[config.mk]
export PLATFORM = sky130hd
export DESIGN_NAME = branch_repair_issuer
export DESIGN_NICKNAME = d
export VERILOG_FILES = /design/src/rtl/branch_repair_issuer_pkg.sv /design/src/rtl/branch_repair_issuer_repair_fifo.sv /design/src/rtl/branch_repair_issuer.sv
export SDC_FILE = /design/constraint.sdc
export NUM_CORES = 1
export LEC_CHECK = 0
export CAP_MARGIN = 20
export CORE_MARGIN = 2
export CORE_UTILIZATION = 50
export CTS_BUF_LIST = sky130_fd_sc_hd__clkbuf_8
export DETAILED_ROUTE_END_ITERATION = 7
export GPL_TIMING_DRIVEN = 0
export PLACE_DENSITY = 0.86
export SLEW_MARGIN = 10
export SYNTH_ARGS = -nofsm -noshare
export SYNTH_HDL_FRONTEND = slang
export SYNTH_SLANG_ARGS = --single-unit
export TNS_END_PERCENT = 1
[constraint.sdc]
create_clock -name clk -period 8.61 [get_ports clk]
set_input_delay 1.722 -clock clk [delete_from_list [all_inputs] [get_ports clk]]
set_output_delay 1.722 -clock clk [all_outputs]
set_load 0.02 [all_outputs]
[src/rtl/branch_repair_issuer_pkg.sv]
// Shared definitions for the branch repair issuer.
// Holds the repair action encodings, default checkpoint/action widths,
// the issuer FSM state type and the per-lane branch classification helper.
package branch_repair_issuer_pkg;

  localparam int CKPT_W_DEF = 8;
  localparam int ACT_W_DEF  = 2;

  localparam logic [1:0] REPAIR_NONE   = 2'b00;
  localparam logic [1:0] REPAIR_DIRECT = 2'b01;
  localparam logic [1:0] REPAIR_DIR    = 2'b10;
  localparam logic [1:0] REPAIR_DEST   = 2'b11;

  typedef enum logic {
    ST_NORMAL     = 1'b0,
    ST_WAIT_FLUSH = 1'b1
  } issuer_state_e;

  // Direction mismatch has priority; a target mismatch only matters when
  // both prediction and outcome are taken.
  function automatic logic [1:0] classify(input logic        pred_take,
                                          input logic        take,
                                          input logic [31:0] pred_dest,
                                          input logic [31:0] dest);
    if (pred_take != take) return REPAIR_DIR;
    if (take && (pred_dest != dest)) return REPAIR_DEST;
    return REPAIR_DIRECT;
  endfunction

endpackage

[src/rtl/branch_repair_issuer_repair_fifo.sv]
// Two-write / one-read synchronous FIFO holding issuer records.
// Ports:
//   clk, rst            clock, asynchronous active-low reset
//   wr0_en/wr0_data     first (older) write port
//   wr1_en/wr1_data     second (younger) write port; lands behind port 0
//                       when both are enabled, at the tail otherwise
//   rd_en               pop the head
//   rd_data             head entry (combinational read)
//   count               registered occupancy, 0..DEPTH
//   empty               no entries
// The caller never writes more entries than there are free slots.
module branch_repair_issuer_repair_fifo #(
  parameter int W     = 8,
  parameter int DEPTH = 4
) (
  input  logic                       clk,
  input  logic                       rst,
  input  logic                       wr0_en,
  input  logic [W-1:0]               wr0_data,
  input  logic                       wr1_en,
  input  logic [W-1:0]               wr1_data,
  input  logic                       rd_en,
  output logic [W-1:0]               rd_data,
  output logic [$clog2(DEPTH):0]     count,
  output logic                       empty
);

  localparam int AW = $clog2(DEPTH);

  // One extra pointer bit: equal low bits with differing MSB means full,
  // fully equal pointers mean empty.
  logic [AW:0]  wptr;
  logic [AW:0]  rptr;
  logic [AW:0]  wr1_ptr;
  logic [W-1:0] mem [DEPTH];

  assign wr1_ptr = wptr + (AW+1)'(wr0_en);
  assign count   = wptr - rptr;
  assign empty   = (wptr == rptr);
  assign rd_data = mem[rptr[AW-1:0]];

  always_ff @(posedge clk or negedge rst) begin
    if (!rst) begin
      wptr <= '0;
      rptr <= '0;
    end else begin
      wptr <= wptr + (AW+1)'(wr0_en) + (AW+1)'(wr1_en);
      rptr <= rptr + (AW+1)'(rd_en);
    end
  end

  always_ff @(posedge clk) begin
    if (wr0_en) mem[wptr[AW-1:0]]    <= wr0_data;
    if (wr1_en) mem[wr1_ptr[AW-1:0]] <= wr1_data;
  end

endmodule

[src/rtl/branch_repair_issuer.sv]
// Branch repair issuer: classifies resolved branches from two branch units,
// queues training (DIRECT) and repair records and issues them one per cycle
// to the predictors. After a repair is queued, younger resolutions are
// discarded until the flush completes.
// Ports:
//   clk, rst                 clock, asynchronous active-low reset
//   bju0_* / bju1_*          resolved branch, lane0 older than lane1
//   flush_i                  flush done for the outstanding mispredict
//   stall_o                  no free queue slot
//   rp_*                     record output channel
//   dropCnt_o                saturating count of dropped DIRECT records
//   fsm_state                current issuer state (observation)
// Record channel: rp_valid_o/rp_ready_i is a plain valid/ready handshake;
// a record transfers on a cycle where both are high, and the record
// fields hold stable while valid is high and ready is low. When valid is
// low every rp_* field reads zero.
module branch_repair_issuer
  import branch_repair_issuer_pkg::*;
#(
  parameter int DEPTH  = 4,
  parameter int CKPT_W = CKPT_W_DEF,
  parameter int ACT_W  = ACT_W_DEF
) (
  input  logic              clk,
  input  logic              rst,
  input  logic              bju0_valid_i,
  input  logic [31:0]       bju0_vaddr_i,
  input  logic              bju0_predTake_i,
  input  logic [31:0]       bju0_predDest_i,
  input  logic              bju0_take_i,
  input  logic [31:0]       bju0_dest_i,
  input  logic [CKPT_W-1:0] bju0_checkPoint_i,
  input  logic              bju1_valid_i,
  input  logic [31:0]       bju1_vaddr_i,
  input  logic              bju1_predTake_i,
  input  logic [31:0]       bju1_predDest_i,
  input  logic              bju1_take_i,
  input  logic [31:0]       bju1_dest_i,
  input  logic [CKPT_W-1:0] bju1_checkPoint_i,
  input  logic              flush_i,
  output logic              stall_o,
  output logic              rp_valid_o,
  input  logic              rp_ready_i,
  output logic [ACT_W-1:0]  rp_action_o,
  output logic [CKPT_W-1:0] rp_checkPoint_o,
  output logic [31:0]       rp_erroVAddr_o,
  output logic              rp_correctTake_o,
  output logic [31:0]       rp_correctDest_o,
  output logic [15:0]       dropCnt_o,
  output issuer_state_e     fsm_state
);

  localparam int REC_W = ACT_W + CKPT_W + 32 + 1 + 32;
  localparam int CNT_W = $clog2(DEPTH) + 1;

  issuer_state_e    state, state_next;
  logic [1:0]       cls0, cls1;
  logic             rep0, rep1;
  logic [REC_W-1:0] rec0, rec1, head, head_g;
  logic [CNT_W-1:0] count, free, free_after0;
  logic             empty, accept;
  logic             enq0, enq1, drop0, drop1;
  logic [15:0]      drop_cnt;
  logic [16:0]      drop_sum;

  // ---- classification and record build ----
  assign cls0 = classify(bju0_predTake_i, bju0_take_i, bju0_predDest_i, bju0_dest_i);
  assign cls1 = classify(bju1_predTake_i, bju1_take_i, bju1_predDest_i, bju1_dest_i);
  assign rep0 = (cls0 != REPAIR_DIRECT);
  assign rep1 = (cls1 != REPAIR_DIRECT);

  // Not-taken branches train/repair toward the fall-through PC+8.
  assign rec0 = {ACT_W'(cls0), bju0_checkPoint_i, bju0_vaddr_i, bju0_take_i,
                 bju0_take_i ? bju0_dest_i : bju0_vaddr_i + 32'd8};
  assign rec1 = {ACT_W'(cls1), bju1_checkPoint_i, bju1_vaddr_i, bju1_take_i,
                 bju1_take_i ? bju1_dest_i : bju1_vaddr_i + 32'd8};

  // Space is judged on the registered count only; a same-cycle pop does
  // not make room.
  assign free    = CNT_W'(DEPTH) - count;
  assign stall_o = (free == '0);
  assign accept  = (state == ST_NORMAL) && !stall_o;

  // ---- FSM: state register ----
  always_ff @(posedge clk or negedge rst) begin
    if (!rst) state <= ST_NORMAL;
    else      state <= state_next;
  end

  // ---- FSM: next state ----
  always_comb begin
    state_next = state;
    case (state)
      ST_NORMAL: begin
        // A lane0 repair makes lane1 wrong-path, but either lane's repair
        // opens the wrong-path window.
        if (accept && ((bju0_valid_i && rep0) || (bju1_valid_i && rep1)))
          state_next = ST_WAIT_FLUSH;
      end
      ST_WAIT_FLUSH: begin
        if (flush_i) state_next = ST_NORMAL;
      end
      default: state_next = ST_NORMAL;
    endcase
  end

  // ---- FSM: outputs (enqueue / drop decisions) ----
  // The last free slot is kept for a repair, so a DIRECT needs two free
  // slots counting any lane0 write made this cycle. A repair therefore
  // always finds a slot whenever the queue is not full.
  always_comb begin
    enq0        = 1'b0;
    enq1        = 1'b0;
    drop0       = 1'b0;
    drop1       = 1'b0;
    free_after0 = free;
    if (accept) begin
      if (bju0_valid_i) begin
        if (rep0 || (free >= CNT_W'(2))) enq0  = 1'b1;
        else                             drop0 = 1'b1;
      end
      free_after0 = free - CNT_W'(enq0);
      if (bju1_valid_i && !(bju0_valid_i && rep0)) begin
        if (rep1 || (free_after0 >= CNT_W'(2))) enq1  = 1'b1;
        else                                    drop1 = 1'b1;
      end
    end
  end

  assign fsm_state = state;

  // ---- drop counter ----
  assign drop_sum = {1'b0, drop_cnt} + 17'(drop0) + 17'(drop1);

  always_ff @(posedge clk or negedge rst) begin
    if (!rst)             drop_cnt <= '0;
    else if (drop_sum[16]) drop_cnt <= 16'hFFFF;
    else                   drop_cnt <= drop_sum[15:0];
  end

  assign dropCnt_o = drop_cnt;

  // ---- record queue ----
  branch_repair_issuer_repair_fifo #(
    .W     (REC_W),
    .DEPTH (DEPTH)
  ) u_fifo (
    .clk      (clk),
    .rst      (rst),
    .wr0_en   (enq0),
    .wr0_data (rec0),
    .wr1_en   (enq1),
    .wr1_data (rec1),
    .rd_en    (rp_valid_o && rp_ready_i),
    .rd_data  (head),
    .count    (count),
    .empty    (empty)
  );

  // ---- output channel ----
  assign rp_valid_o       = !empty;
  assign head_g           = rp_valid_o ? head : '0;
  assign rp_correctDest_o = head_g[31:0];
  assign rp_correctTake_o = head_g[32];
  assign rp_erroVAddr_o   = head_g[64:33];
  assign rp_checkPoint_o  = head_g[65 +: CKPT_W];
  assign rp_action_o      = head_g[REC_W-1 -: ACT_W];

endmodule

==> flow_summary.yaml <==
logic_synthesis:
  synth-edff-count: 300
  synthCells: 1334
  synth_top_flop_cell: "edfxtp_1"
  synth_nets: 1567
  seq_area_frac_synth_pct: 51.74
  synth_cell_types: 43
  synth_area_per_cell_um2: 13.89
  synthArstFlopShare_pct: 7.121
  synth_area_um2: 18520
  ys_ff_latch: 323
  synth-warning-count: 0
global_routing:
  grt_usage_pct: 30.84
  first_global_vias: 13841
  grt_busiest_layer: "met2"
  met2_usage_pct: 48.03
  grt_util_met3_pct: 7.683
  grt.overflow.total: 0
  antenna_found_initial: 3
  grt_start_max_net_pins: 25
  grtUsageMet1_pct: 38.61
  grt_pass1_wl_um: 87180
layout:
  drive_above_1_share_pct: 20.99
  design_area_um2: 23360
  area_growth_pct: 26.13
  nets: 1925
  fill_cells: 2606
  final_core_util_pct: 63.97
power:
  p_leak_nw: 8.149
  pwr_density_cell_nw_per_um2: 348.3
  p_total_mw: 8.137
  peakVddDrop_mv: 0.2124
worst_setup_path:
  path_buf_inv: 7
  path_cells: "clkbuf_1, clkbuf_1, buf_1, inv_1, ha_1, and3_1, clkbuf_1, clkbuf_1, nor2b_1, clkdlybuf4s50_1"
  arrival_ns: 5.74
  crit_family: "buffers and inverters"
  worst_path_largest_cell_delay_ns: 0.77
  worst-setup-path-type: "reg2out"
  worstPathRequired_ns: 6.89
  crit_path_end_kind: "primary output"
  cpMostUsedCell: "clkbuf_1"
  cp-start-kind: "flop"
  slowest_stage: "buf_1"
  cp_max_fo: 10
status:
  status: "finished clean"
clock_network:
  hold_buffers: 0
  cts_resized: 0
  clock_latency_ns: 0.61
  root_buffer: "clkbuf_8"
  htree_num_levels: 2
  postCtsSetupBuffers: 0
  cts_tree: "done"
  cts_made_buffers: 53
  path_clk_slew_ns: 0.05
  cts_num_sinks: 323
  clockBufferDepth: 3
timing:
  period_share_pct: 86.62
  worst_slack_ns: 1.152
  fmaxAchievable_mhz: 134.1
  relSlewSlack_pct: 31.99
  fin_hold_ws_ns: 0.5023
  hold_violations: 0
  setup_viol: 0
  final-max-slew-violation-count: 0
  finClkSkew_ns: 0.03101
  worst_pin_slew_ns: 1.011
  rsz0062_at_grt: "false"
  fin_crit_ns: 7.458
floorplan:
  die_h_um: 196.5
  design.core.area_um2: 36520
  ios: 312
  die_x_um: 196.5
  initial_utilization_pct: 50.72
  num_rows: 70
  die-area_um2: 38600
route:
  finalWirelength_um: 60180
  drc: 0
  drt_first_pass_iters: 6
  vias_per_cell: 6.127
  drtIter0Drc: 1421
  wl_per_cell_um: 27.29
  drtAntennaViolNets: 0
  vias: 13509
run:
  max_cap_viol_count: 0
placed_design:
  port_buffers: 289
  gp_congestion: 0.9708
  postPlaceCellArea_um2: 22340
  place_ws_ns: 0.9602
  hpwlAfterDp_um: 44760
worst_hold_path:
  hold_class: "reg2reg"
report_power, final:
part / total [mW] / internal, mW / leakage [nW] / switching, mW
Sequential: 2.54 / 2.40 / 3.04 / 0.136
Clock: 1.32 / 0.684 / 0.578 / 0.640
Combinational: 4.28 / 1.93 / 4.53 / 2.34
layer usage:
| metal | share of wire (%) | up-vias |
|---|---|---|
| met4 | 7.3 | 2 |
| met1 | 36 | 6639 |
| met2 | 46 | 879 |
| met3 | 11 | 210 |
| li1 | - | 5779 |
| met5 | 0.022 | - |
through the flow:
stage / instances / setup TNS [ns]
after floorplan: 1334 / 0
after global placement: 2091 / -641.40
after detailed placement: 2104 / 0
after CTS: 2201 / 0
after global routing: 2204 / 0
final: 2205 / 0
worst register-to-register path: cells and delay by family, from the launching register on:
kind,cells,cell delay [ns]
adder cells (fa/ha/maj),4,0.86
AO/OA/AOI/OAI,2,0.58
XOR/XNOR,2,0.37
flip-flops,1,0.34
buffers and inverters,10,3.46
AND/OR/NAND/NOR,3,1.20
final timing paths:
check | startpoint | endpoint | slack [ns] | cells past startpoint
max | u_fifo.rptr[0] | rp_erroVAddr_o[4] | 1.15 | 10
min | u_fifo.wptr[2] | u_fifo.wptr[2] | 0.50 | 1
max reg2reg | u_fifo.rptr[0] | u_fifo.mem[0][48] | 1.51 | 21
min reg2reg | u_fifo.wptr[2] | u_fifo.wptr[2] | 0.50 | 1
max in group asynchronous | rst | u_fifo.rptr[2] | 7.11 | 1
min in group asynchronous | rst | dropCnt_o[4] | 1.12 | 1
synth_stat cells, types with 4 or more instances:
cell,number,area [µm²]
a21oi_1,46,230.2
and2_1,7,43.79
and3_1,12,75.07
and4_1,6,52.55
buf_1,9,33.78
buf_2,24,120.1
buf_4,8,60.06
clkbuf_1,52,195.2
dfrtp_1,23,575.6
edfxtp_1,300,9009
ha_1,14,175.2
inv_1,14,52.55
mux2_1,10,112.6
mux2_2,151,1700
mux2_4,5,75.07
mux2i_1,158,1582
mux4_2,75,1689
nand2_1,38,142.6
nand2b_1,5,31.28
nand3_1,31,155.2
nand4_1,25,156.4
nor2_1,54,202.7
nor2b_1,77,481.7
nor3_1,9,45.04
nor4_1,12,75.07
o21ai_0,8,40.04
or2_2,4,25.02
or3_1,7,43.79
xnor2_1,65,569.3
xor2_1,65,569.3
flip-flops by register name (all words and copies together), names as in the netlist:
signal and count:
dropCnt_o 16, fsm_state 1, u_fifo.mem 300, u_fifo.rptr 3
u_fifo.wptr 3
final cells by class:
class	count	area, µm²	share of cell area (%)
Multi-Input combinational cell	902	8501	36.38
Antenna cell	3	7.507	0.03213
Inverter	14	52.55	0.2249
Buffer	95	431.7	1.847
Tap cell	468	585.6	2.506
Clock inverter	42	256.5	1.098
Timing Repair Buffer	303	3189	13.65
Clock buffer	55	757.0	3.240
Sequential cell	323	9584	41.02
logic make-up (layout without fill, tap and decap cells):
group / after synthesis / after routing / synth area share [%]
muxes: 399 / 399 / 27.85
buffers and inverters: 109 / 509 / 2.614
AOI/OAI and AO/OA: 66 / 66 / 1.972
xor gates and xnor gates: 130 / 130 / 6.147
adders and majority gates: 15 / 15 / 1.054
and+or+nand+nor: 292 / 292 / 8.625
other: 0 / 3 / 0
DFF: 323 / 323 / 51.74
placed cells by master (no fill, tap or decap), drive strengths merged, types with 2 or more instances in the layout:
| cell type | count |
|---|---|
| o21bai | 3 |
| or3 | 7 |
| and3 | 12 |
| nor2b | 77 |
| nand4 | 25 |
| nand3 | 31 |
| bufinv | 3 |
| dfrtp | 23 |
| mux2 | 166 |
| a21oi | 47 |
| and2 | 7 |
| inv | 30 |
| edfxtp | 300 |
| nor4 | 15 |
| mux4 | 75 |
| xor2 | 65 |
| diode | 3 |
| nor4b | 2 |
| mux2i | 158 |
| o21ai | 8 |
| clkinv | 22 |
| xnor2 | 65 |
| buf | 58 |
| nand2 | 38 |
| nor3 | 9 |
| clkdlybuf4s50 | 288 |
| and4 | 6 |
| ha | 14 |
| clkbuf | 107 |
| o21a | 2 |
| nor2 | 54 |
| nand2b | 5 |
| or2 | 4 |
No activity file was read; power rests on OpenSTA's default activity.
